--- config.mk ---
export PLATFORM = sky130hd
export DESIGN_NAME = event_pulse_queue
export DESIGN_NICKNAME = d
export VERILOG_FILES = /design/src/rtl/event_pulse_queue.sv
export SDC_FILE = /design/constraint.sdc
export NUM_CORES = 1
export LEC_CHECK = 0
export CAP_MARGIN = 20
export CORE_MARGIN = 2
export CORE_UTILIZATION = 40
export DETAILED_ROUTE_END_ITERATION = 12
export PLACE_DENSITY = 0.74
export SLEW_MARGIN = 20
export SYNTH_ARGS = -nofsm -noshare
export SYNTH_HDL_FRONTEND = slang
export SYNTH_SLANG_ARGS = --single-unit
--- constraint.sdc ---
create_clock -name CLK -period 2.07 [get_ports CLK]
set_input_delay 0.207 -clock CLK [delete_from_list [all_inputs] [get_ports CLK]]
set_output_delay 0.207 -clock CLK [all_outputs]
set_load 0.02 [all_outputs]
--- src/rtl/event_pulse_queue.sv ---
// Rising-edge detector over a synchronized bus: emits one-cycle pulses per bit
// and queues each non-zero rise mask in a small FIFO with sticky overflow.
module event_pulse_queue #(
   parameter int BUS_WIDTH  = 4,
   parameter int FIFO_DEPTH = 4
) (
   input  logic                        CLK,
   input  logic                        RST,
   input  logic [BUS_WIDTH-1:0]        SYNC_IN,
   input  logic                        EVT_READY,
   input  logic                        OVF_CLR,
   output logic [BUS_WIDTH-1:0]        PULSE,
   output logic [BUS_WIDTH-1:0]        EVT_DATA,
   output logic                        EVT_VALID,
   output logic                        FULL,
   output logic [$clog2(FIFO_DEPTH):0] LEVEL,
   output logic                        OVERFLOW
);

   localparam int PTR_W = $clog2(FIFO_DEPTH);
   localparam int LVL_W = PTR_W + 1;
   localparam logic [LVL_W-1:0] DEPTH_L = LVL_W'(FIFO_DEPTH);

   logic [BUS_WIDTH-1:0] prev_reg;
   logic [BUS_WIDTH-1:0] pulse_reg;
   logic [BUS_WIDTH-1:0] rise;

   logic [BUS_WIDTH-1:0] mem_reg [FIFO_DEPTH];
   logic [PTR_W-1:0]     wr_ptr_reg, wr_ptr_next;
   logic [PTR_W-1:0]     rd_ptr_reg, rd_ptr_next;
   logic [LVL_W-1:0]     level_reg, level_next;
   logic                 ovf_reg, ovf_next;

   logic push_req;
   logic push;
   logic pop;
   logic drop;
   logic full;
   logic valid;

   // Per-bit edge detector; a held-high level produces a single rise.
   generate
      for (genvar gi = 0; gi < BUS_WIDTH; gi++) begin : g_edge
         assign rise[gi] = SYNC_IN[gi] & ~prev_reg[gi];

         always_ff @(posedge CLK) begin
            if (RST) begin
               prev_reg[gi]  <= 1'b0;
               pulse_reg[gi] <= 1'b0;
            end else begin
               prev_reg[gi]  <= SYNC_IN[gi];
               pulse_reg[gi] <= rise[gi];
            end
         end
      end
   endgenerate

   assign valid    = (level_reg != '0);
   assign full     = (level_reg == DEPTH_L);
   assign push_req = |rise;
   assign pop      = valid & EVT_READY;
   // When full, a same-edge pop frees the slot the push is about to use.
   assign push     = push_req & (~full | pop);
   assign drop     = push_req & full & ~pop;

   always_comb begin
      wr_ptr_next = wr_ptr_reg;
      rd_ptr_next = rd_ptr_reg;
      level_next  = level_reg;
      ovf_next    = ovf_reg;

      if (push) begin
         wr_ptr_next = wr_ptr_reg + PTR_W'(1);
      end
      if (pop) begin
         rd_ptr_next = rd_ptr_reg + PTR_W'(1);
      end

      case ({push, pop})
         2'b10:   level_next = level_reg + LVL_W'(1);
         2'b01:   level_next = level_reg - LVL_W'(1);
         default: level_next = level_reg;
      endcase

      // A drop on the same edge as a clear leaves the flag set.
      if (drop) begin
         ovf_next = 1'b1;
      end else if (OVF_CLR) begin
         ovf_next = 1'b0;
      end
   end

   always_ff @(posedge CLK) begin
      if (RST) begin
         wr_ptr_reg <= '0;
         rd_ptr_reg <= '0;
         level_reg  <= '0;
         ovf_reg    <= 1'b0;
      end else begin
         wr_ptr_reg <= wr_ptr_next;
         rd_ptr_reg <= rd_ptr_next;
         level_reg  <= level_next;
         ovf_reg    <= ovf_next;
      end
   end

   // Storage carries no reset; pointers and level alone define what is valid.
   always_ff @(posedge CLK) begin
      if (!RST && push) begin
         mem_reg[wr_ptr_reg] <= rise;
      end
   end

   assign PULSE     = pulse_reg;
   assign EVT_DATA  = valid ? mem_reg[rd_ptr_reg] : '0;
   assign EVT_VALID = valid;
   assign FULL      = full;
   assign LEVEL     = level_reg;
   assign OVERFLOW  = ovf_reg;

endmodule
# Word level (Yosys, flattened, before mapping)
# Memories as Yosys holds them, arrays and structs flattened. A register that Yosys moved wholly into a read port is not among the register bits.
# Cells that the tools add are included.
[word_totals] register_bits=16 ram_bits=16 inputBits=8 output_inout_bits=14 wordCells=49 n_memories=1
[mem_list] memory="mem_reg" words=4 width=4 read_ports=1 rd_ports_with_merged_regs=1 wr=1 line_no="28" source="logic [BUS_WIDTH-1:0] mem_reg [FIFO_DEPTH];"
[op_classes] add_sub_neg=4 n_eq_ne=3 muxes=8 bitwise=15 n_reduce_logical=6
[ops] cell="AND 1 bit" count=8
[ops] cell="inverter 1 bit" count=6
[ops] cell="case mux 3 bit (2 select lines)" count=1
[ops] cell="adder 2 x 1 -> 2 bit, second input constant" count=2
[ops] cell="two-way mux 1 bit" count=4
[ops] cell="two-way mux 2 bit" count=2
[ops] cell="two-way mux 4 bit" count=1
[ops] cell="nonzero test 2 bit" count=2
[ops] cell="OR reduction 4 bit" count=1
[ops] cell="adder 3 x 1 -> 3 bit, second input constant" count=1
[ops] cell="equality test 3 bit, second input constant" count=1
[ops] cell="nonzero test 3 bit" count=1
[ops] cell="subtractor 3 x 1 -> 3 bit, second input constant" count=1
[ops] cell="equality test 2 x 1 -> 1 bit, second input constant" count=1
[ops] cell="equality test 2 bit, second input constant" count=1
[ops] cell="logical AND 1 bit" count=1
[ops] cell="logical NOT 1 bit" count=1
[ops] cell="OR 1 bit" count=1

# Longest topological paths before layout
[depth] depth_word=7 ltp_mapped=9 depth_no_buf=9

# Worst setup path before layout
# Ideal clock, no wire load.
[synth_path] kind="register to register" from="reg level_reg[2] (netlist: LEVEL[2])" to="reg level_reg[1] (netlist: LEVEL[1])" setup_ns=0.123 arrival_ns=1.827 required_time_ns=1.947 path_slack_ns=0.119 path_stages_with_launch=8 path_buffers=1 synth_period_minus_slack_ns=1.951 path_cell_list="dfxtp_1 or3_1 buf_6 and2_4 nand2_1 fa_1 nor2_1 mux2_1"
[synth_via] elab_chain_cells=6 elab_cells_between_ends=10 classes_between="3 x eq/ne; 1 x mux; 4 x bitwise; 2 x reduce/logical"
[synth_rtl] element="start: declaration" line_no="31" source="logic [LVL_W-1:0] level_reg, level_next;"
[synth_rtl] element="start signal: assignment" line_no="102" source="level_reg <= level_next;"
[synth_rtl] element="nonzero test 3 bit (*)" line_no="58" source="assign valid = (level_reg != '0);"
[synth_rtl] element="net EVT_VALID" line_no="14" source="output logic EVT_VALID,"
[synth_rtl] element="AND 1 bit (*)" line_no="61" source="assign pop = valid & EVT_READY;"
[synth_rtl] element="OR 1 bit" line_no="63" source="assign push = push_req & (~full | pop);"
[synth_rtl] element="AND 1 bit" line_no="63"
[synth_rtl] element="equality test 2 x 1 -> 1 bit or equality test 2 bit (tied branches)" line_no="79" source="case ({push, pop})"
[synth_rtl] element="case mux 3 bit (2 select lines) or nonzero test 2 bit (tied branches)"
# Mark *: on every way through the listed nets, which the timed path passes. The rest lies on a longest branch.
# A chain may end at the register's enable or synchronous reset.

# Worst setup path after layout
[layout_path] from="reg level_reg[2] (netlist: LEVEL[2])" to="out EVT_VALID"
[layout_via] elab_chain_cells=1
[layout_rtl] element="nonzero test 3 bit" line_no="58"
[layout_rtl] element="end: declaration" line_no="14"
# No other way between the ends.

==> results_dict.tcl <==
set metrics [dict create \
    diodes 0 \
    seq_area_frac_synth 0.564 \
    drtIter0Drc 28 \
    crit_arrival_ns 1.76 \
    place.gp.congestion 0.942 \
    io_buffers 21 \
    rr_startpoint "prev_reg[3]$_SDFF_PP0_" \
    async_reset_ff_frac 0 \
    cp_data_required_time_ns 1.86 \
    vdd_drop_max_v 0.000526 \
    synth.net_count 132 \
    die_height_um 65.1 \
    grt_pass1_wl_um 4470 \
    rsz0062_at_grt "false" \
    grt_pass1_vias 1051 \
    r2r_cells 9 \
    cp_max_fo 9 \
    clock_path_buffers 2 \
    synth-edff-count 16 \
    hold_slack_ns 0.403 \
    synthTopCellsByArea "edfxtp_1 (32%), dfxtp_1 (24%), mux4_2 (6.0%), nor2_1 (3.5%), ha_1 (3.4%)" \
    startpoint_type "flip-flop" \
    die_x_um 65.1 \
    grt.overflow.total 0 \
    htreeDepth 2 \
    crit_start "LEVEL[2]$_SDFFE_PP0P_" \
    area_growth_pct 30.5 \
    cts_made_buffers 5 \
    ctsHoldBuffers 0 \
    via_count 980 \
    start_util 0.410 \
    cts.clk_slew.worst_paths_ns 0.07 \
    pin_count 22 \
    cts_root_buf "clkbuf_8" \
    cap_violations 0 \
    powerDensity_mw_per_mm2 1110 \
    yosys_warnings 0 \
    yosysTopAreaCell "edfxtp_1" \
    final_hold_viol_count 0 \
    r2r_slack_ns 0.17 \
    grtUsageTotal 0.144 \
    p_total_mw 2.16 \
    die_area_mm2 0.00423 \
    cts.sink_count 34 \
    finalMaxSlewViolations 0 \
    layout_min_cycle_time_ns 1.96 \
    synth-seq-cells 34 \
    syn_inst 119 \
    setup_violations 0 \
    endpoint "EVT_VALID" \
    worstMarginPinSlew_ns 0.357 \
    finalCritPeriodShare 0.949 \
    vias_per_cell 4.78 \
    drive_gt1_frac 0.229 \
    syn_area_per_cell_um2 12.5 \
    ys.flop_type "dfxtp_1" \
    path_class "reg -> out" \
    max_freq_ghz 0.509 \
    reg2reg_to "LEVEL[2]$_SDFFE_PP0P_" \
    rows 22 \
    grt_max_degree 19 \
    min_path_type "reg -> reg" \
    drc 0 \
    power.leakage_nw 0.754 \
    slew_headroom 0.759 \
    largest_reg_flops 16 \
    ys_types 33 \
    coreArea_mm2 0.00363 \
    final_nets 169 \
    fin_skew_ns 0.00498 \
    syn_area_mm2 0.00149 \
    clk_latency_ns 0.29 \
    cts_tree "built" \
    synth_top_area_frac 0.322 \
    final_cell_mix "dfxtp_1 (17), clkdlybuf4s50_1 (17), edfxtp_1 (16)" \
    grt_antenna_before_repair 0 \
    end_kind "output port" \
    avgRoutedWirePerCell_um 12.4 \
    antenna_left 0 \
    outcome "completed" \
    hpwl_um 1920 \
    drt_wl_total_um 2530 \
    dr.pass1.iters 4 \
]
==> cell families (layout without fill, tap and decap cells) <==
group                    after synthesis  count (layout)  share of synthesized area
AND/OR/NAND/NOR                       51              51                      0.208
flip-flops                            34              34                      0.564
buffers and inverters                 12              50                     0.0352
multiplexers                           9               9                      0.104
adder cells (fa/ha/maj)                5               5                     0.0470
AO/OA/AOI/OAI                          5               5                     0.0243
XOR/XNOR                               3               3                     0.0176
==> synth_stat cells (all sizes together) (2+ instances only) <==
cell type   n
nand4       2
xnor2       2
nand2       3
nand2b      6
clkbuf      3
nor4b       2
ha          4
dfxtp      18
mux4        4
and2       10
nor2b       8
mux2        2
nor2       14
inv         8
mux2i       3
or3         2
edfxtp     16
==> area by class of cell <==
type | count | area, um^2
fill | 324 | 1690
sequential | 34 | 842
multi-input combinational | 73 | 598
timing repair buffer | 34 | 303
clock buffer | 5 | 68.8
tap | 48 | 60.1
clock inverter | 3 | 45.0
inverter | 8 | 30.0
==> critical path: stages, from the launching register on <==
cell,delay [ns]
dfxtp_1,0.38
or3_1,0.38
buf_4,0.17
clkdlybuf4s50_1,0.53
==> worst min-delay path by stage <==
stage                                   endpoint                    from  cells after the start
final                        PULSE[2]$_SDFF_PP0_  prev_reg[2]$_SDFF_PP0_                      1
after CTS                    PULSE[2]$_SDFF_PP0_  prev_reg[2]$_SDFF_PP0_                      1
after floorplan           prev_reg[0]$_SDFF_PP0_              SYNC_IN[0]                      1
after global placement       PULSE[0]$_SDFF_PP0_  prev_reg[0]$_SDFF_PP0_                      1
after global routing         PULSE[2]$_SDFF_PP0_  prev_reg[2]$_SDFF_PP0_                      1
after detailed placement     PULSE[2]$_SDFF_PP0_  prev_reg[2]$_SDFF_PP0_                      1
==> routing by layer <==
metal  GRT usage  vias up  wire length [um]
li1            -      479                 -
met1       0.153      470              1030
met2       0.245       23              1310
met3      0.0556        8               138
met4      0.0781        0                60
met5           0        -                 0
==> power breakdown <==
part	total, mW	internal (mW)	switching [mW]	leakage (nW)
logic	0.677	0.348	0.329	0.406
clock network	0.605	0.358	0.247	0.0504
registers	0.875	0.798	0.0765	0.297
==> metrics by stage <==
stage / setup slack, ns / cell area, um^2 / TNS, ns / std cells / util
2_1_floorplan: 0.119 / 1490 / 0 / 119 / -
3_3_place_gp: -0.0252 / 1840 / -0.0281 / 197 / 0.506
3_5_place_dp: -0.132 / 1840 / -0.226 / 197 / 0.506
4_1_cts: 0.0921 / 1950 / 0 / 205 / 0.536
5_1_grt: 0.0274 / 1950 / 0 / 205 / 0.536
6_report: 0.106 / 1950 / 0 / 205 / 0.536
==> what timing repair did <==
item / 4_1_cts / 5_1_grt
endpoints found under the setup margin: 4 / 0
hold endpoints to repair: 0 / 0
setup buffers: 0 / 0
resized for setup: 5 / 0
(Power assumes the default switching activity.)
